===== src/rtl/gemm_vector_sequencer_pkg.sv =====
// Shared types for the GEMM vector sequencer: FSM states, operand vector shape
// and the accumulator width legality check.
package gemm_pkg;

   localparam int GEMM_N     = 8;
   localparam int GEMM_WIDTH = 16;

   typedef enum logic [1:0] {
      IDLE,
      ISSUE,
      DRAIN,
      OUT
   } state_t;

   typedef logic signed [GEMM_N-1:0][GEMM_WIDTH-1:0] vec_t;

   function automatic bit acc_w_legal(input int acc_w, input int width);
      return acc_w >= 2 * width;
   endfunction

endpackage


===== src/rtl/gemm_vector_sequencer_if.sv =====
// Bus bundle between the GEMM vector sequencer and its environment: job control,
// operand memory reads, MAC unit hookup and the result handshake.
interface gemm_vector_sequencer_if #(
   parameter int N     = 8,
   parameter int WIDTH = 16,
   parameter int DIM_W = 8,
   parameter int ACC_W = 40
);

   logic                            start;
   logic [DIM_W-1:0]                cfg_m;
   logic [DIM_W-1:0]                cfg_n;
   logic [DIM_W-1:0]                cfg_k;
   logic                            busy;
   logic                            done;

   logic                            a_rd_en;
   logic                            b_rd_en;
   logic [2*DIM_W-1:0]              a_rd_addr;
   logic [2*DIM_W-1:0]              b_rd_addr;
   logic signed [N-1:0][WIDTH-1:0]  a_rd_data;
   logic signed [N-1:0][WIDTH-1:0]  b_rd_data;

   logic signed [N-1:0][WIDTH-1:0]  mac_vec_a;
   logic signed [N-1:0][WIDTH-1:0]  mac_vec_b;
   logic signed [2*WIDTH-1:0]       mac_result;

   logic                            out_valid;
   logic                            out_ready;
   logic signed [ACC_W-1:0]         out_data;
   logic [DIM_W-1:0]                out_row;
   logic [DIM_W-1:0]                out_col;

   modport master (
      input  start, cfg_m, cfg_n, cfg_k,
      output busy, done,
      output a_rd_en, b_rd_en, a_rd_addr, b_rd_addr,
      input  a_rd_data, b_rd_data,
      output mac_vec_a, mac_vec_b,
      input  mac_result,
      output out_valid, out_data, out_row, out_col,
      input  out_ready
   );

   modport slave (
      output start, cfg_m, cfg_n, cfg_k,
      input  busy, done,
      input  a_rd_en, b_rd_en, a_rd_addr, b_rd_addr,
      output a_rd_data, b_rd_data,
      input  mac_vec_a, mac_vec_b,
      output mac_result,
      input  out_valid, out_data, out_row, out_col,
      output out_ready
   );

endinterface


===== src/rtl/gemm_vector_sequencer_index_counter.sv =====
// Nested i/j/k walk over the output matrix with running row/column base
// addresses, so word addresses need no multiplier.
module gemm_index_counter #(
   parameter int DIM_W = 8
) (
   input  logic               clk,
   input  logic               rst_n,
   input  logic               load,
   input  logic [DIM_W-1:0]   cfg_m,
   input  logic [DIM_W-1:0]   cfg_n,
   input  logic [DIM_W-1:0]   cfg_k,
   input  logic               k_step,
   input  logic               elem_step,
   output logic [DIM_W-1:0]   i_idx,
   output logic [DIM_W-1:0]   j_idx,
   output logic [DIM_W-1:0]   k_idx,
   output logic               k_last,
   output logic               elem_last,
   output logic [2*DIM_W-1:0] a_addr,
   output logic [2*DIM_W-1:0] b_addr
);

   localparam logic [DIM_W-1:0] ONE = DIM_W'(1);

   logic [DIM_W-1:0]   m_cfg;
   logic [DIM_W-1:0]   n_cfg;
   logic [DIM_W-1:0]   k_cfg;
   logic [2*DIM_W-1:0] a_base;
   logic [2*DIM_W-1:0] b_base;
   logic [2*DIM_W-1:0] k_ext;
   logic               i_last;
   logic               j_last;

   assign k_last    = (k_idx == k_cfg - ONE);
   assign j_last    = (j_idx == n_cfg - ONE);
   assign i_last    = (i_idx == m_cfg - ONE);
   assign elem_last = i_last && j_last;

   // a_base tracks i*cfg_k and b_base tracks j*cfg_k (B is column-major)
   assign k_ext  = {{DIM_W{1'b0}}, k_cfg};
   assign a_addr = a_base + {{DIM_W{1'b0}}, k_idx};
   assign b_addr = b_base + {{DIM_W{1'b0}}, k_idx};

   always_ff @(posedge clk or negedge rst_n) begin
      if (!rst_n) begin
         m_cfg  <= '0;
         n_cfg  <= '0;
         k_cfg  <= '0;
         i_idx  <= '0;
         j_idx  <= '0;
         k_idx  <= '0;
         a_base <= '0;
         b_base <= '0;
      end else if (load) begin
         m_cfg  <= cfg_m;
         n_cfg  <= cfg_n;
         k_cfg  <= cfg_k;
         i_idx  <= '0;
         j_idx  <= '0;
         k_idx  <= '0;
         a_base <= '0;
         b_base <= '0;
      end else begin
         if (k_step) begin
            k_idx <= k_last ? '0 : k_idx + ONE;
         end
         if (elem_step) begin
            if (j_last) begin
               j_idx  <= '0;
               b_base <= '0;
               if (i_last) begin
                  i_idx  <= '0;
                  a_base <= '0;
               end else begin
                  i_idx  <= i_idx + ONE;
                  a_base <= a_base + k_ext;
               end
            end else begin
               j_idx  <= j_idx + ONE;
               b_base <= b_base + k_ext;
            end
         end
      end
   end

endmodule


===== src/rtl/gemm_vector_sequencer.sv =====
// Walks C = A*B element by element, streams operand chunks into the external
// MAC unit and accumulates its results into one C element per handshake.
module gemm_vector_sequencer
   import gemm_pkg::*;
#(
   parameter int N       = GEMM_N,
   parameter int WIDTH   = GEMM_WIDTH,
   parameter int DIM_W   = 8,
   parameter int MAC_LAT = 1,
   parameter int ACC_W   = 40
) (
   input  logic              clk,
   input  logic              rst_n,
   gemm_vector_sequencer_if.master bus
);

   if (!acc_w_legal(ACC_W, WIDTH)) begin : g_acc_w_check
      $error("ACC_W must be at least 2*WIDTH");
   end
   if (MAC_LAT < 1 || N < 1) begin : g_shape_check
      $error("MAC_LAT and N must be at least 1");
   end

   state_t                  state;
   state_t                  state_nxt;
   logic                    load;
   logic                    k_step;
   logic                    elem_step;
   logic                    done_nxt;
   logic                    done_r;
   logic                    rd_en;
   logic                    cfg_zero;
   logic                    pending;
   logic [DIM_W-1:0]        i_idx;
   logic [DIM_W-1:0]        j_idx;
   logic [DIM_W-1:0]        k_idx;
   logic                    k_last;
   logic                    elem_last;
   logic [2*DIM_W-1:0]      a_addr;
   logic [2*DIM_W-1:0]      b_addr;
   logic [MAC_LAT:0]        vld_p;
   logic [MAC_LAT:0]        first_p;
   logic signed [ACC_W-1:0] acc;

   function automatic logic signed [ACC_W-1:0] sext(input logic signed [2*WIDTH-1:0] v);
      return ACC_W'(v);
   endfunction

   gemm_index_counter #(
      .DIM_W (DIM_W)
   ) u_index (
      .clk       (clk),
      .rst_n     (rst_n),
      .load      (load),
      .cfg_m     (bus.cfg_m),
      .cfg_n     (bus.cfg_n),
      .cfg_k     (bus.cfg_k),
      .k_step    (k_step),
      .elem_step (elem_step),
      .i_idx     (i_idx),
      .j_idx     (j_idx),
      .k_idx     (k_idx),
      .k_last    (k_last),
      .elem_last (elem_last),
      .a_addr    (a_addr),
      .b_addr    (b_addr)
   );

   assign cfg_zero = (bus.cfg_m == '0) || (bus.cfg_n == '0) || (bus.cfg_k == '0);
   assign rd_en    = (state == ISSUE);
   // Only the oldest tag may still be live when leaving DRAIN; it lands in acc on that edge
   assign pending  = |vld_p[MAC_LAT-1:0];

   always_comb begin
      state_nxt = state;
      load      = 1'b0;
      k_step    = 1'b0;
      elem_step = 1'b0;
      done_nxt  = 1'b0;
      case (state)
         IDLE: begin
            if (bus.start) begin
               if (cfg_zero) begin
                  done_nxt = 1'b1;
               end else begin
                  load      = 1'b1;
                  state_nxt = ISSUE;
               end
            end
         end
         ISSUE: begin
            k_step = 1'b1;
            if (k_last) begin
               state_nxt = DRAIN;
            end
         end
         DRAIN: begin
            if (!pending) begin
               state_nxt = OUT;
            end
         end
         OUT: begin
            if (bus.out_ready) begin
               elem_step = 1'b1;
               if (elem_last) begin
                  done_nxt  = 1'b1;
                  state_nxt = IDLE;
               end else begin
                  state_nxt = ISSUE;
               end
            end
         end
         default: state_nxt = IDLE;
      endcase
   end

   always_ff @(posedge clk or negedge rst_n) begin
      if (!rst_n) begin
         state  <= IDLE;
         done_r <= 1'b0;
      end else begin
         state  <= state_nxt;
         done_r <= done_nxt;
      end
   end

   // p0: read data returned; pMAC_LAT: mac_result for that chunk
   always_ff @(posedge clk or negedge rst_n) begin
      if (!rst_n) begin
         vld_p   <= '0;
         first_p <= '0;
      end else begin
         vld_p   <= {vld_p[MAC_LAT-1:0], rd_en};
         first_p <= {first_p[MAC_LAT-1:0], rd_en && (k_idx == '0)};
      end
   end

   always_ff @(posedge clk or negedge rst_n) begin
      if (!rst_n) begin
         acc <= '0;
      end else if (vld_p[MAC_LAT]) begin
         acc <= first_p[MAC_LAT] ? sext(bus.mac_result) : acc + sext(bus.mac_result);
      end
   end

   assign bus.busy      = (state != IDLE);
   assign bus.done      = done_r;
   assign bus.a_rd_en   = rd_en;
   assign bus.b_rd_en   = rd_en;
   assign bus.a_rd_addr = a_addr;
   assign bus.b_rd_addr = b_addr;
   assign bus.mac_vec_a = vld_p[0] ? bus.a_rd_data : '0;
   assign bus.mac_vec_b = vld_p[0] ? bus.b_rd_data : '0;
   assign bus.out_valid = (state == OUT);
   assign bus.out_data  = acc;
   assign bus.out_row   = i_idx;
   assign bus.out_col   = j_idx;

endmodule


===== src/flat_wrapper.sv =====
// flat-port wrapper written by rule: the top's interface ports become plain ports
module gemm_vector_sequencer_flat import gemm_pkg::*;
#(
   parameter int N       = GEMM_N,
   parameter int WIDTH   = GEMM_WIDTH,
   parameter int DIM_W   = 8,
   parameter int MAC_LAT = 1,
   parameter int ACC_W   = 40
)
  (clk, rst_n, bus_start, bus_cfg_m, bus_cfg_n, bus_cfg_k, bus_busy, bus_done, bus_a_rd_en, bus_b_rd_en, bus_a_rd_addr, bus_b_rd_addr, bus_a_rd_data, bus_b_rd_data, bus_mac_vec_a, bus_mac_vec_b, bus_mac_result, bus_out_valid, bus_out_data, bus_out_row, bus_out_col, bus_out_ready);
  gemm_vector_sequencer_if #(.N(N), .WIDTH(WIDTH), .DIM_W(DIM_W), .ACC_W(ACC_W)) bus_i ();
  input  logic clk;
  input  logic rst_n;
  input wire logic [$bits(bus_i.start)-1:0] bus_start;
  input wire logic [$bits(bus_i.cfg_m)-1:0] bus_cfg_m;
  input wire logic [$bits(bus_i.cfg_n)-1:0] bus_cfg_n;
  input wire logic [$bits(bus_i.cfg_k)-1:0] bus_cfg_k;
  output wire logic [$bits(bus_i.busy)-1:0] bus_busy;
  output wire logic [$bits(bus_i.done)-1:0] bus_done;
  output wire logic [$bits(bus_i.a_rd_en)-1:0] bus_a_rd_en;
  output wire logic [$bits(bus_i.b_rd_en)-1:0] bus_b_rd_en;
  output wire logic [$bits(bus_i.a_rd_addr)-1:0] bus_a_rd_addr;
  output wire logic [$bits(bus_i.b_rd_addr)-1:0] bus_b_rd_addr;
  input wire logic [$bits(bus_i.a_rd_data)-1:0] bus_a_rd_data;
  input wire logic [$bits(bus_i.b_rd_data)-1:0] bus_b_rd_data;
  output wire logic [$bits(bus_i.mac_vec_a)-1:0] bus_mac_vec_a;
  output wire logic [$bits(bus_i.mac_vec_b)-1:0] bus_mac_vec_b;
  input wire logic [$bits(bus_i.mac_result)-1:0] bus_mac_result;
  output wire logic [$bits(bus_i.out_valid)-1:0] bus_out_valid;
  output wire logic [$bits(bus_i.out_data)-1:0] bus_out_data;
  output wire logic [$bits(bus_i.out_row)-1:0] bus_out_row;
  output wire logic [$bits(bus_i.out_col)-1:0] bus_out_col;
  input wire logic [$bits(bus_i.out_ready)-1:0] bus_out_ready;
  assign bus_i.start = bus_start;
  assign bus_i.cfg_m = bus_cfg_m;
  assign bus_i.cfg_n = bus_cfg_n;
  assign bus_i.cfg_k = bus_cfg_k;
  assign bus_busy = bus_i.busy;
  assign bus_done = bus_i.done;
  assign bus_a_rd_en = bus_i.a_rd_en;
  assign bus_b_rd_en = bus_i.b_rd_en;
  assign bus_a_rd_addr = bus_i.a_rd_addr;
  assign bus_b_rd_addr = bus_i.b_rd_addr;
  assign bus_i.a_rd_data = bus_a_rd_data;
  assign bus_i.b_rd_data = bus_b_rd_data;
  assign bus_mac_vec_a = bus_i.mac_vec_a;
  assign bus_mac_vec_b = bus_i.mac_vec_b;
  assign bus_i.mac_result = bus_mac_result;
  assign bus_out_valid = bus_i.out_valid;
  assign bus_out_data = bus_i.out_data;
  assign bus_out_row = bus_i.out_row;
  assign bus_out_col = bus_i.out_col;
  assign bus_i.out_ready = bus_out_ready;
  gemm_vector_sequencer #(.N(N), .WIDTH(WIDTH), .DIM_W(DIM_W), .MAC_LAT(MAC_LAT), .ACC_W(ACC_W)) u_core (.clk(clk), .rst_n(rst_n), .bus(bus_i));
endmodule

===== config.mk =====
export PLATFORM = sky130hd
export DESIGN_NAME = gemm_vector_sequencer_flat
export DESIGN_NICKNAME = d
export VERILOG_FILES = /design/src/rtl/gemm_vector_sequencer_pkg.sv /design/src/rtl/gemm_vector_sequencer_if.sv /design/src/rtl/gemm_vector_sequencer_index_counter.sv /design/src/rtl/gemm_vector_sequencer.sv /design/src/flat_wrapper.sv
export SDC_FILE = /design/constraint.sdc
export NUM_CORES = 1
export LEC_CHECK = 0
export BUFFER_PORTS_ARGS = -buffer_cell sky130_fd_sc_hd__buf_2
export CORE_AREA = 5 5 259 261
export CTS_CLUSTER_SIZE = 8
export DETAILED_ROUTE_END_ITERATION = 10
export DIE_AREA = 0 0 264 266
export GPL_ROUTABILITY_DRIVEN = 1
export PLACE_DENSITY = 0.44
export SLEW_MARGIN = 20
export SYNTH_ARGS = -nofsm -noshare
export SYNTH_HDL_FRONTEND = slang
export SYNTH_HIERARCHICAL = 1
export SYNTH_SLANG_ARGS = --single-unit

===== constraint.sdc =====
create_clock -name clk -period 3.25 [get_ports clk]
set_input_delay 0.1625 -clock clk [delete_from_list [all_inputs] [get_ports clk]]
set_output_delay 0.1625 -clock clk [all_outputs]
set_load 0.02 [all_outputs]

# Word level (Yosys, flattened, before mapping)

Index checks and enable logic that the tools add are counted.

Output and inout port bits: 349
Logic and storage cells: 88
Register bits after elaboration: 127

Add/subtract/negate cells: 11
Equal/unequal tests: 11
Reduce and logical (&&, ||, !) cells: 15
Mux-type cells: 38

Operators by type and width:

| cell                                                 | count |
|---|---|
| 2-to-1 mux 128 bit                                   | 2 |
| 2-to-1 mux 16 bit                                    | 7 |
| 2-to-1 mux 8 bit                                     | 10 |
| adder 16 x 8 -> 16 bit                               | 4 |
| adder 40 x 32 -> 40 bit                              | 1 |
| 2-to-1 mux 40 bit                                    | 1 |
| zero test 8 bit                                      | 4 |
| adder 8 x 1 -> 8 bit (second input constant)         | 3 |
| equality test 8 bit                                  | 3 |
| subtractor 8 x 1 -> 8 bit (second input constant)    | 3 |
| 2-to-1 mux 1 bit                                     | 11 |
| 2-to-1 mux 2 bit                                     | 5 |
| != test 2 bit (second input constant)                | 4 |
| one-hot mux 2 bit (4 select lines)                   | 1 |
| nonzero test 2 bit                                   | 4 |
| AND reduction 5 bit                                  | 1 |
| equality test 2 bit (second input constant)          | 2 |
| equality test 2 x 1 -> 1 bit (second input constant) | 1 |
| logical AND 1 bit                                    | 2 |
| zero test 2 bit                                      | 1 |
| logical OR 1 bit                                     | 2 |
| != test 2 x 1 -> 1 bit (second input constant)       | 1 |
| one-hot mux 1 bit (2 select lines)                   | 1 |
| AND reduction 2 bit                                  | 1 |

# Logic depth before layout (Yosys ltp)

Gate-level depths: netlist (run 1).

Depth after elaboration: 8
Gate-level depth with buffers: 12

# Cells and area by module

The synthesis (run 1) kept the hierarchy.

Modules (own cells, without submodules):

| module                | cells each | seq. area each (um2) | instances | area each (um2) |
|---|---|---|---|---|
| gemm_vector_sequencer | 818        | 1176.1               | 1         | 6127.1 |
| gemm_index_counter    | 642        | 2001.9               | 1         | 5948.2 |

# Worst setup path before layout (run 1)

Ideal clock, no wire load.

Path kind: flip-flop to flip-flop
Start point: register u_core.u_index.n_cfg[0]
End point: register u_core.state[0]
Clock period less this slack: 2.857 ns
Stages on the path, launching flop included: 12
Arrival: 2.734 ns
Slack: 0.393 ns
Buffers on the path: 1
Cells stage by stage: dfrtp_1 inv_1 ha_1 or3b_1 and2_1 or4_4 a2111oi_4 buf_4 inv_1 nor2_1 o2111a_1 a21oi_1

Longest elaborated chain between the ends: 6

Ends and longest elaborated chain:

| element                            | RTL line                                  | source |
|---|---|---|
| start: declaration                 | gemm_vector_sequencer_index_counter.sv:26 | `logic [DIM_W-1:0] n_cfg;` |
| start signal: assignment           | gemm_vector_sequencer_index_counter.sv:56 | `n_cfg <= cfg_n;` |
| subtractor 8 x 1 -> 8 bit          | gemm_vector_sequencer_index_counter.sv:35 | `assign j_last = (j_idx == n_cfg - ONE);` |
| equality test 8 bit                | gemm_vector_sequencer_index_counter.sv:35 |  |
| logical AND 1 bit                  | gemm_vector_sequencer_index_counter.sv:37 | `assign elem_last = i_last && j_last;` |
| via u_core.elem_last               | gemm_vector_sequencer.sv:38               | `logic elem_last;` |
| 2-to-1 mux 1 bit                   | gemm_vector_sequencer.sv:105              | `if (elem_last) begin` |
| 2-to-1 mux 2 bit                   | gemm_vector_sequencer.sv:103              | `if (bus.out_ready) begin` |
| one-hot mux 2 bit (4 select lines) | gemm_vector_sequencer.sv:80               | `case (state)` |
| end signal: assignment             | gemm_vector_sequencer.sv:122              | `state <= state_nxt;` |
| end: declaration                   | gemm_vector_sequencer.sv:24               | `state_t state;` |

The timed path passes the listed nets, and every way through them passes these cells. The select of a mux whose other input is x is not followed.
A chain may end at the register's enable or synchronous reset.

# Worst setup path after layout (run 1)

Start point: register u_core.u_index.b_base[0]
End point: output bus_b_rd_addr[14]

Longest elaborated chain between the ends: 1

Ends and longest elaborated chain:

| element                  | RTL line                                  | source |
|---|---|---|
| start: declaration       | gemm_vector_sequencer_index_counter.sv:29 | `logic [2*DIM_W-1:0] b_base;` |
| start signal: assignment | gemm_vector_sequencer_index_counter.sv:80 | `b_base <= b_base + k_ext;` |
| adder 16 x 8 -> 16 bit   | gemm_vector_sequencer_index_counter.sv:42 | `assign b_addr = b_base + {{DIM_W{1'b0}}, k_idx};` |
| end: declaration         | flat_wrapper.sv:23                        | `output wire logic [$bits(bus_i.b_rd_addr)-1:0] bus_b_rd_addr;` |

Every way passes these cells.

==> metrics.cfg, run 1 <==
[status]
status = complete, no violations

[detailed_routing]
viasPerCell = 4.72
postRouteAntennaNets = 0
firstDrtPassIters = 5
drtIter0Drc = 969
drcViolationCount = 0
dr_total_vias = 14200
wire_per_inst_um = 28.7
finalWirelength_um = 86100

[clock_tree]
clock_sinks = 127
cts_setup_buffers = 0
clock_latency_ns = 0.46
cts_tree = done
cts_max_level = 4
clock-root-buffer = clkbuf_16
clkTransAtPathRegs_ns = 0.07
cts.path.max_buffers = 2
cts-buffers-inserted = 17

[flow_run]
cap_violations = 0

[sta]
fmax_mhz = 315
min_period_ns = 3.17
drv_slew = 0
fin_crit_sh = 0.976
final-hold-violation-count = 0
tightest_slew_ns = 1.05
skew_ns = 0.0152
max-slew-margin-rel = 0.298
setup_violations = 0

[synth]
synthArstFlopShare = 1.00
yosys_warnings = 6
synth_nets = 1862
synth_flop_cell = dfrtp_1
synth-seq-cells = 127
yosysUniqueCellTypes = 91
syn_inst = 1460
synth_edf_count = 0
seq_area_frac_synth = 0.263
syn_avg_cell_area_um2 = 8.27
syn-cell-area_mm2 = 0.0121

[setup_path]
r2r-start = u_core/u_index/n_cfg[0]
cp_top_family = compound AO/OA/AOI/OAI gates
critPathMaxFanout = 4
start_kind = register
crit_chain = ha_1 > fa_2 > a21o_1 > a21oi_2 > o21bai_1 > a2111o_1 > nand4_1 > xnor2_2 > buf_4
r2r_cells = 10
rr_endpoint = u_core/u_index/i_idx[6]
cp.arrival_ns = 3.01
r2r_slack_ns = 0.14
cpMaxStageDelayCell = a2111o_1
cp.depth = 9
critPathBufInv = 1
cpPeakStageDelay_ns = 0.53
path_class = register to primary output
startpoint = u_core/u_index/b_base[0]
cp-endpoint = bus_b_rd_addr[14]
end_kind = primary output
worstPathRequired_ns = 3.09

[placement]
gp_congestion = 1.05
dpl_cell_area_mm2 = 0.0164
port_buffers = 664
hpwl_um = 75200

[die]
start_util = 0.188
ios = 665
die_h_um = 266
fp.dieW_um = 264
rows = 93
core_mm2 = 0.0642
die_area_mm2 = 0.0702

[power]
peakVddDrop_uv = 521
power_density_mw_per_mm2 = 931
power_leakage_nw = 8.83

[grt]
grt_pass1_vias = 14600
grt_max_degree = 113
use_met2 = 0.393
antenna_found_initial = 23
grt_remaining_overflow = 0
grtUsageMet3 = 0.103
grtUsageTotal = 0.235
met1_usage = 0.272
globalRoute.busiestLayer = met2
grt_pass1_wl_um = 118000

[finish]
final-seq-area_mm2 = 0.00318
stdcell_area_mm2 = 0.0174
final_nets = 2527
multi_input_area_mm2 = 0.00840
drive_gt1_frac = 0.377
fillCellCount = 7197
area_growth_pct = 43.9
utilization = 0.271

[min_path]
hold_depth = 3
hold_class = primary input to register

[stage by stage]
| step | setup TNS (ns) | cells | setup WS, ns | power (mW) | hold slack, ns |
|---|---|---|---|---|---|
| floorplan | 0 | 1460 | 0.393 | 9.82 | -0.133 |
| global placement | 0 | 2929 | 0.172 | 13.9 | 0.284 |
| detailed placement | 0 | 2929 | 0.130 | 13.9 | 0.285 |
| CTS | 0 | 2993 | 0.00747 | 16.1 | 0.000856 |
| global route | -0.0117 | 2996 | -0.0117 | 17.3 | 0.0248 |
| finish | 0 | 2996 | 0.0768 | 16.2 | 0.0378 |
[power by group]
| part | internal, mW | switching [mW] | total, mW |
|---|---|---|---|
| sequential | 2.14 | 0.813 | 2.96 |
| combinational | 4.05 | 7.09 | 11.1 |
| clock | 1.19 | 0.883 | 2.07 |
| total | 7.38 | 8.79 | 16.2 |
[layer usage]
metal,vias up,routed length [um]
met5,-,27
met4,4,3240
met3,96,8930
met2,620,39900
met1,6920,34000
li1,6512,-
[logic make-up after synthesis]
family	count (synthesis)	synth area share
DFF	127	0.263
AOI/OAI and AO/OA	355	0.201
muxes	34	0.0303
xor gates and xnor gates	112	0.0812
adders and majority gates	86	0.0922
and+or+nand+nor	617	0.285
buffers and inverters	129	0.0476
[worst min path at each step]
stage                                   from                       to
after detailed placement               rst_n  u_core/bus.out_data[30]
after global placement                 rst_n  u_core/bus.out_data[30]
after global routing       bus_mac_result[4]   u_core/bus.out_data[4]
after floorplan                        rst_n          u_core/bus.done
final                      bus_mac_result[9]   u_core/bus.out_data[9]
after CTS                 bus_mac_result[29]  u_core/bus.out_data[29]
[flip-flops by register name (all words and copies together), names as in the netlist]
name and count:
u_core/u_index/j_idx 8, u_core/u_index/a_base 16, u_core/vld_p 2, u_core/bus.out_data 40, u_core/u_index/k_cfg 8, u_core/u_index/n_cfg 8, u_core/bus.done 1, u_core/u_index/i_idx 8
u_core/first_p 2, u_core/u_index/b_base 16, u_core/u_index/m_cfg 8, u_core/u_index/k_idx 8, u_core/state 2
[worst register-to-register path, cell delays in order, from the launching register on]
cell,delay [ns]
dfrtp_1,0.41
inv_1,0.10
ha_1,0.18
or3b_1,0.40
and2_1,0.19
or4_4,0.52
a2111oi_4,0.29
buf_4,0.24
buf_4,0.27
a41oi_1,0.17
a31oi_1,0.24
[cell usage in the layout, fill, tap and decap left out, types with 7 or more instances in the layout]
cell type	netlist	layout
nand4_1	18	18
a211o_1	7	7
nand2_1	75	75
and2_1	265	265
dlygate4sd3_1	0	32
o21a_1	9	9
a21o_1	31	31
inv_6	0	7
nor3_1	28	28
a21oi_1	105	102
nor2_1	99	98
xnor2_1	56	54
ha_1	81	81
a41oi_1	15	15
a31oi_1	27	25
nor2b_1	11	10
a211oi_1	10	9
xor2_1	56	56
buf_2	1	660
and3_1	19	19
o2bb2ai_1	8	8
o21ai_0	49	49
buf_4	8	35
nand3_1	37	37
mux2i_1	14	14
nor4_1	11	11
o21bai_1	13	13
mux2_2	20	20
o211ai_1	9	9
dfrtp_1	127	125
clkbuf_16	0	17
a22o_1	7	7
inv_1	44	44
nand2b_1	7	7
[cell type report]
cell class                      instances  share of cell area
Sequential cell                       127               0.183
Clock buffer                           20              0.0263
Tap cell                              855              0.0616
Inverter                               45             0.00972
Antenna cell                            3            0.000432
Timing Repair Buffer                  730               0.227
Multi-Input combinational cell       1204               0.483
Clock inverter                         12             0.00835
[repair_timing]
| item | in CTS | in global routing |
|---|---|---|
| hold buffers | 32 | 0 |
| resized for setup | 2 | 14 |
| pin swaps | 1 | 3 |
| endpoints found under the hold margin | 78 | 0 |
| endpoints found under the setup margin | 4 | 19 |
[cells in the mapped netlist, types with 27 or more instances]
| cell type | instances | area, um^2 |
|---|---|---|
| dfrtp_1 | 127 | 3180 |
| nand2_1 | 75 | 282 |
| nor3_1 | 28 | 140 |
| nor2_1 | 99 | 372 |
| clkbuf_1 | 63 | 236 |
| ha_1 | 81 | 1010 |
| a21oi_1 | 105 | 526 |
| a21o_1 | 31 | 233 |
| xor2_1 | 56 | 490 |
| a31oi_1 | 27 | 169 |
| and2_1 | 265 | 1660 |
| nand3_1 | 37 | 185 |
| xnor2_1 | 56 | 490 |
| inv_1 | 44 | 165 |
| o21ai_0 | 49 | 245 |
(Power assumes the default switching activity.)
==> inputs of run 2 (changes only) <==
--- a/config.mk
+++ b/config.mk
@@ -6,14 +6,13 @@
 export NUM_CORES = 1
 export LEC_CHECK = 0
 export BUFFER_PORTS_ARGS = -buffer_cell sky130_fd_sc_hd__buf_2
-export CORE_AREA = 5 5 259 261
+export CORE_AREA = 5 5 254 256
 export CTS_CLUSTER_SIZE = 8
 export DETAILED_ROUTE_END_ITERATION = 10
-export DIE_AREA = 0 0 264 266
+export DIE_AREA = 0 0 259 261
 export GPL_ROUTABILITY_DRIVEN = 1
-export PLACE_DENSITY = 0.44
+export PLACE_DENSITY = 0.45
 export SLEW_MARGIN = 20
 export SYNTH_ARGS = -nofsm -noshare
 export SYNTH_HDL_FRONTEND = slang
-export SYNTH_HIERARCHICAL = 1
 export SYNTH_SLANG_ARGS = --single-unit
==> run 2 against run 1 <==
Compared with the run above:
- first-iteration DRC count is 6.3% lower
- sequential share of layout area rose by 0.26 points
- combinational power is 52% lower
- register-to-register slack got worse by 0.06 ns
- clock power fell by 8%
- flip-flop and latch count did not move
- non-clock buffer count up 22
- hold slack worse by 0.0070 ns
- clock-buffer cell count fell by 2
- die area is 3.7% lower
- sequential power shrank 28%
- routed wire length shrank 5.5%
- critical endpoint is now u_core.state[0]
- largest cell class unchanged
- largest power group unchanged
==> metrics.cfg, run 2 <==
[sta]
tightest_slew_ns = 0.999  ; was 1.05 ns
grt_setup_unrepaired = true
setup_violations = 0  ; unchanged
timing.hold.ws_ns = 0.0307  ; was 0.0378 ns
min_period_ns = 3.17  ; about the same
max-slew-margin-rel = 0.334  ; was 0.298
fmax_mhz = 315  ; about the same
final-hold-violation-count = 0  ; unchanged
fin_crit_sh = 0.976  ; about the same
skew_ns = 0.0153  ; was 0.0152 ns
drv_slew = 0  ; unchanged

[synth]
yosysUniqueCellTypes = 70  ; was 91
synth_edf_count = 0  ; unchanged
yosys_warnings = 0  ; was 6
synthTopCellsByCount = 257 x and2_1, 127 x dfrtp_1, 106 x nor2_1  ; was 265 x and2_1, 127 x dfrtp_1, 105 x a21oi_1
synth-seq-cells = 127  ; unchanged
synthXorXnorAreaFrac = 0.0783  ; was 0.0812
syn-cell-area_mm2 = 0.0116  ; was 0.0121 mm^2
synth_nets = 1849  ; was 1,862
synthAdderAreaFrac = 0.0969  ; was 0.0922
synthTopCellsByArea = dfrtp_1 27%, and2_1 14%, ha_1 8.8%, xnor2_1 4.7%, a21oi_1 4.5%  ; was dfrtp_1 26%, and2_1 14%, ha_1 8.4%, a21oi_1 4.4%, xnor2_1 4.1%
synthMuxAreaShare = 0.0320  ; was 0.0303
synthSimpleGateAreaFrac = 0.286  ; was 0.285
syn_avg_cell_area_um2 = 8.04  ; was 8.27 um^2
seq_area_frac_synth = 0.273  ; was 0.263
synth_top_family_by_area = simple AND/OR/NAND/NOR gates  ; unchanged
synth_flop_cell = dfrtp_1  ; unchanged
synth_top_cell_area_share = 0.273  ; was 0.263
syn_inst = 1446  ; was 1,460
yosysMostFrequentCell = and2_1  ; unchanged
synth_top_cell_by_area = dfrtp_1  ; unchanged
synthArstFlopShare = 1.00  ; unchanged
synth-compound-area-share = 0.191  ; was 0.201

[detailed_routing]
wl_met1_um = 31300  ; was 34,000 um
postRouteAntennaNets = 0  ; unchanged
firstDrtPassIters = 5  ; unchanged
top_layer = met5  ; unchanged
wl_met3_um = 9150  ; was 8930 um
drtIter0Drc = 908  ; was 969
wire_per_inst_um = 27.1  ; was 28.7 um
met2_length_um = 38700  ; was 39,900 um
viasPerCell = 4.54  ; was 4.72
drcViolationCount = 0  ; unchanged
finalWirelength_um = 81400  ; was 86,100 um
dr_total_vias = 13600  ; was 14,200

[setup_path]
worstPathRequired_ns = 3.56  ; was 3.09 ns
rr_endpoint = u_core.state[0]  ; was u_core/u_index/i_idx[6]
r2r_cells = 10  ; unchanged
critPathMaxFanout = 5  ; was 4
path_common_cell = buf_4
r2r-start = u_core.u_index.n_cfg[0]  ; was u_core/u_index/n_cfg[0]
path_class = register to register  ; was register to primary output
start_kind = register  ; unchanged
cpMaxStageDelayCell = or4_4  ; was a2111o_1
cpPeakStageDelay_ns = 0.54  ; was 0.53 ns
cp.arrival_ns = 3.48  ; was 3.01 ns
crit_chain = or4_4 > or4b_1 > and3_1 > o31a_1 > nor4_4 > buf_4 > buf_4 > nand2_1 > a2111oi_1 > a21oi_1  ; was ha_1 > fa_2 > a21o_1 > a21oi_2 > o21bai_1 > a2111o_1 > nand4_1 > xnor2_2 > buf_4
r2r_slack_ns = 0.08  ; was 0.14 ns
end_kind = register  ; was primary output

[clock_tree]
clock-root-buffer = clkbuf_16  ; unchanged
cts_tree = done  ; unchanged
clkTransAtPathRegs_ns = 0.07  ; about the same
clock_sinks = 127  ; unchanged
cts.path.max_buffers = 2  ; unchanged
cts_max_level = 4  ; unchanged
clock_latency_ns = 0.44  ; was 0.46 ns
cts-buffers-inserted = 17  ; unchanged

[die]
die_area_mm2 = 0.0676  ; was 0.0702 mm^2
rows = 92  ; was 93
ios = 665  ; unchanged
start_util = 0.187  ; was 0.188
core_mm2 = 0.0623  ; was 0.0642 mm^2
die_h_um = 261  ; was 266 um
fp.dieW_um = 259  ; was 264 um

[grt]
antenna_found_initial = 14  ; was 23
grt_max_degree = 106  ; was 113
grt_pass1_wl_um = 109000  ; was 118,000 um
grt_remaining_overflow = 0  ; unchanged
grtUsageTotal = 0.226  ; was 0.235
grt_pass1_vias = 13800  ; was 14,600

[placement]
dpl_cell_area_mm2 = 0.0161  ; was 0.0164 mm^2
gp_congestion = 1.00  ; was 1.05
hpwl_um = 71500  ; was 75,200 um
port_buffers = 664  ; unchanged

[finish]
final_cell_mix = 660 x buf_2, 257 x and2_1, 122 x dfrtp_1  ; was 660 x buf_2, 265 x and2_1, 125 x dfrtp_1
largest_reg_flops = 40  ; unchanged
fillCellCount = 6894  ; was 7,197
final_nets = 2544  ; was 2,527
drive_gt1_frac = 0.381  ; was 0.377
utilization = 0.275  ; was 0.271
stdcell_area_mm2 = 0.0172  ; was 0.0174 mm^2
layout_commonest_cell = buf_2  ; unchanged
area_growth_pct = 47.6  ; was 43.9%

[power]
power_density_mw_per_mm2 = 543  ; was 931 mW/mm^2
peakVddDrop_uv = 376  ; was 521 uV
power_leakage_nw = 8.50  ; was 8.83 nW
total_power_mw = 9.32  ; was 16.2 mW

[min_path]
holdCritStartpoint = bus_mac_result[17]  ; was bus_mac_result[9]
holdPathEnd = u_core.bus.out_data[17]  ; was u_core/bus.out_data[9]
hold_depth = 3  ; unchanged
hold_class = primary input to register  ; unchanged

[flow_run]
cap_violations = 0  ; unchanged

[status]
status = complete, no violations  ; unchanged

[run 2: cell types whose count changed in the layout (fill, tap and decap cells not counted), moves of 8 or more]
cell	previous run	this run
inv_1	44	52
and2_1	265	257
buf_4	35	59
a41oi_1	15	5
nand2_1	75	92
xnor2_1	54	63
o21ai_0	49	92
a31oi_1	25	14
nor3_1	28	17
xor2_1	56	41
o2bb2ai_1	8	0
o31ai_1	3	11
[run 2: area by class of cell]
type	count	area, um^2	share of cell area
repair buffers	752	4120	0.240
inverters	52	195	0.0114
multi-input cells	1191	8040	0.469
clock buffers	18	439	0.0256
clock inverters	12	113	0.00656
well taps	846	1060	0.0617
diodes	2	5.00	0.000292
flip-flops and latches	127	3190	0.186
[run 2: routing by layer]
layer | vias to the layer above | GRT usage
li1 | 6423 | -
met1 | 6600 | 0.256
met2 | 550 | 0.383
met3 | 55 | 0.110
met4 | 4 | 0.0595
met5 | - | 0
[run 2: what timing repair did]
item                                    in CTS  in global routing
hold buffers                                28                  0
resized for setup                            6                 28
hold endpoints to repair                    71                  0
pin swaps                                    1                  9
setup buffers                                0                 10
endpoints found under the setup margin       9                 28
[run 2: worst max path at each step]
| stage | startpoint | to | slack [ns] | cells after the start |
|---|---|---|---|---|
| 3_3_place_gp | u_core.bus.out_data[2] | u_core.bus.out_data[39] | 0.02 | 12 |
| 5_1_grt | u_core.bus.out_data[0] | u_core.bus.out_data[26] | -0.08 | 13 |
| 6_report | u_core.u_index.n_cfg[0] | u_core.state[0] | 0.08 | 10 |
| 2_1_floorplan | u_core.bus.out_data[8] | u_core.bus.out_data[39] | 0.24 | 10 |
| 3_5_place_dp | u_core.bus.out_data[4] | u_core.bus.out_data[39] | 0.02 | 12 |
| 4_1_cts | u_core.u_index.k_idx[0] | bus_b_rd_addr[14] | 0.003 | 13 |
[run 2: power breakdown]
group	total, mW	internal [mW]	switching (mW)
Clock	1.91	1.07	0.837
Combinational	5.28	2.19	3.09
Sequential	2.13	1.88	0.256
Total	9.32	5.14	4.18
[run 2: cell families (layout without fill, tap and decap cells)]
group           Yosys count  count (layout)
compound gates          354             354
buf+inv                 128             834
other cells               0               2
fa+ha+maj                87              87
flops                   127             127
mux                      34              34
simple gates            612             612
xor+xnor                104             104
[run 2: through the flow]
stage / setup WS, ns / cells / TNS, ns
floorplan: 0.239 / 1446 / 0
global placement: 0.0203 / 2930 / 0
detailed placement: 0.0236 / 2930 / 0
CTS: 0.00285 / 2988 / 0
global route: -0.0826 / 2998 / -0.177
finish: 0.0795 / 3000 / 0
[run 2: worst max-delay path: cells and delay by family, from the launching register on]
family                 cells  cell delay [ns]
flip-flops                 1             0.42
AO/OA/AOI/OAI              3             0.74
buffers and inverters      2             0.31
AND/OR/NAND/NOR            5             1.56
==> inputs of run 3 (changes only) <==
--- a/config.mk
+++ b/config.mk
@@ -7,11 +7,10 @@
 export LEC_CHECK = 0
 export BUFFER_PORTS_ARGS = -buffer_cell sky130_fd_sc_hd__buf_2
 export CORE_AREA = 5 5 254 256
-export CTS_CLUSTER_SIZE = 8
 export DETAILED_ROUTE_END_ITERATION = 10
 export DIE_AREA = 0 0 259 261
 export GPL_ROUTABILITY_DRIVEN = 1
-export PLACE_DENSITY = 0.45
+export PLACE_DENSITY = 0.48
 export SLEW_MARGIN = 20
 export SYNTH_ARGS = -nofsm -noshare
 export SYNTH_HDL_FRONTEND = slang
==> run 3 against run 2 <==
Compared with the run above:
- sequential share of layout area decreased by 0.17 points
- first-iteration DRC count increased by 3.5%
- combinational power decreased by 0.9%
- clock skew decreased by 0.0013 ns
- total power decreased by 0.99%
- hold slack improved by 0.0058 ns
- routed wire length increased by 0.47%
==> metrics.cfg, run 3 (synthesis results as in run 2) <==
[status]
status = complete, no violations  ; unchanged

[setup_path]
critPathMaxFanout = 6  ; was 5
cpMaxStageDelayCell = or4_4  ; unchanged
path_class = register to register  ; unchanged
cpPeakStageDelay_ns = 0.54  ; about the same
cp.arrival_ns = 3.54  ; was 3.48 ns
r2r-start = u_core.u_index.n_cfg[0]  ; unchanged
start_kind = register  ; unchanged
end_kind = register  ; unchanged
worstPathRequired_ns = 3.61  ; was 3.56 ns
startpoint = u_core.u_index.n_cfg[0]  ; unchanged
crit_chain = or4_4 > or4b_1 > and3_1 > o31a_1 > nor4_4 > buf_4 > a21oi_4 > clkbuf_16 > o31ai_1  ; was or4_4 > or4b_1 > and3_1 > o31a_1 > nor4_4 > buf_4 > buf_4 > nand2_1 > a2111oi_1 > a21oi_1

[placement]
port_buffers = 664  ; unchanged
dp.cells = 2919  ; was 2,930
dpl_cell_area_mm2 = 0.0161  ; about the same
dp_slack_ns = 0.0453  ; was 0.0236 ns
hpwl_um = 71500  ; about the same
gp_congestion = 1.02  ; was 1.00

[detailed_routing]
drcViolationCount = 0  ; unchanged
viasPerCell = 4.61  ; was 4.54
dr_total_vias = 13800  ; was 13,600
finalWirelength_um = 81800  ; was 81,400 um
drtIter0Drc = 940  ; was 908
firstDrtPassIters = 5  ; unchanged
postRouteAntennaNets = 0  ; unchanged
wire_per_inst_um = 27.2  ; was 27.1 um

[clock_tree]
clock_latency_ns = 0.45  ; was 0.44 ns
cts.path.max_buffers = 2  ; unchanged
cts_tree = done  ; unchanged
clock_sinks = 127  ; unchanged
clkTransAtPathRegs_ns = 0.07  ; about the same
cts-buffers-inserted = 17  ; unchanged
cts_max_level = 4  ; unchanged
clock-root-buffer = clkbuf_16  ; unchanged

[sta]
setup-tns-final_ns = 0  ; unchanged
max-slew-margin-rel = 0.508  ; was 0.334
setup_violations = 0  ; unchanged
final-hold-violation-count = 0  ; unchanged
fmax_mhz = 315  ; about the same
drv_slew = 0  ; unchanged
skew_ns = 0.0140  ; was 0.0153 ns
grt_setup_unrepaired = true  ; unchanged
tightest_slew_ns = 0.738  ; was 0.999 ns
layout_setup_ws_ns = 0.0788  ; was 0.0795 ns
fin_crit_sh = 0.976  ; about the same
timing.hold.ws_ns = 0.0365  ; was 0.0307 ns
min_period_ns = 3.17  ; about the same

[min_path]
hold_class = primary input to register  ; unchanged
holdCritStartpoint = bus_mac_result[15]  ; was bus_mac_result[17]

[finish]
drive_gt1_frac = 0.391  ; was 0.381
final_cell_mix = 657 x buf_2, 257 x and2_1, 118 x dfrtp_1  ; was 660 x buf_2, 257 x and2_1, 122 x dfrtp_1
largest_reg_flops = 40  ; unchanged
area_growth_pct = 49.1  ; was 47.6%
layout_commonest_cell = buf_2  ; unchanged
stdcell_area_mm2 = 0.0173  ; was 0.0172 mm^2
fin_cells = 3006  ; was 3,000
utilization = 0.278  ; was 0.275
final_nets = 2546  ; was 2,544

[power]
p_seq_frac = 0.231  ; was 0.229
total_power_mw = 9.23  ; was 9.32 mW
peakVddDrop_uv = 369  ; was 376 uV
switching_power_mw = 4.21  ; was 4.18 mW
power_leakage_nw = 8.57  ; was 8.50 nW
p_int_mw = 5.02  ; was 5.14 mW
combinationalPowerShare = 0.566  ; was 0.567
switching_share = 0.457  ; was 0.448
power_density_mw_per_mm2 = 532  ; was 543 mW/mm^2
clock_power_share = 0.203  ; was 0.205

[grt]
grt_pass1_vias = 13600  ; was 13,800
grt_remaining_overflow = 0  ; unchanged
grtUsageTotal = 0.225  ; was 0.226
grt_pass1_wl_um = 108000  ; was 109,000 um
grt_max_degree = 82  ; was 106
antenna_found_initial = 23  ; was 14

[die]
fp.dieW_um = 259  ; unchanged
die_area_mm2 = 0.0676  ; unchanged
ios = 665  ; unchanged
core_mm2 = 0.0623  ; unchanged
die_h_um = 261  ; unchanged
start_util = 0.187  ; unchanged
rows = 92  ; unchanged

[flow_run]
cap_violations = 0  ; unchanged

## run 3: cell count changes in the layout (fill, tap and decap cells not counted), moves of 3 or more
cell	delta
a21boi_2	+3
dfrtp_1	-4
o21ai_0	-11
inv_8	+3
buf_2	-3
o31ai_1	-3
o21ai_1	+11
dfrtp_2	+4
o31ai_2	+3
## run 3: area by class of cell
class	count	area [um^2]
Antenna cell	4	10.0
Clock buffer	18	429
Clock inverter	14	121
Fill cell	6792	44900
Inverter	52	195
Multi-Input combinational cell	1192	8150
Sequential cell	127	3190
Tap cell	846	1060
Timing Repair Buffer	753	4190
## run 3: path summary, 6_finish.rpt
| path | endpoint | slack (ns) | depth (start not counted) |
|---|---|---|---|
| setup reg to reg | u_core.u_index.a_base[5] | 0.08 | 9 |
| hold reg to reg | u_core.first_p[1] | 0.42 | 0 |
| min in group asynchronous | u_core.u_index.m_cfg[5] | 0.21 | 2 |
| max in group asynchronous | u_core.u_index.k_idx[2] | 2.08 | 3 |
| setup / recovery | u_core.u_index.a_base[5] | 0.08 | 9 |
| hold / removal | u_core.bus.out_data[15] | 0.04 | 3 |
## run 3: critical path: cells and delay by family, from the launching register on
| family | cells | cell delay (ns) |
|---|---|---|
| AND/OR/NAND/NOR | 4 | 1.64 |
| AO/OA/AOI/OAI | 3 | 0.63 |
| buffers and inverters | 2 | 0.41 |
| flip-flops | 1 | 0.40 |
## run 3: repair_timing
| item | in CTS | in global routing |
|---|---|---|
| gates cloned | 0 | 4 |
| setup buffers | 2 | 17 |
| hold buffers | 28 | 0 |
| resized for setup | 8 | 71 |
| hold endpoints to repair | 62 | 0 |
| pin swaps | 3 | 25 |
| setup endpoints to repair | 9 | 38 |
## run 3: metal layers
metal | global-route usage | vias to the layer above | part of all wire
li1 | - | 6428 | -
met1 | 0.256 | 6654 | 0.37
met2 | 0.363 | 661 | 0.46
met3 | 0.105 | 90 | 0.11
met4 | 0.102 | 16 | 0.053
met5 | 0 | - | 0.0013
## run 3: power by group through the flow
| stage | sequential, mW | clock [mW] | combinational (mW) |
|---|---|---|---|
| floorplan | 2.42 | 0 | 2.98 |
| global placement | 2.14 | 0 | 5.10 |
| detailed placement | 2.15 | 0 | 5.12 |
| CTS | 2.13 | 1.92 | 5.17 |
| global route | 2.17 | 1.98 | 5.69 |
| finish | 2.13 | 1.87 | 5.23 |
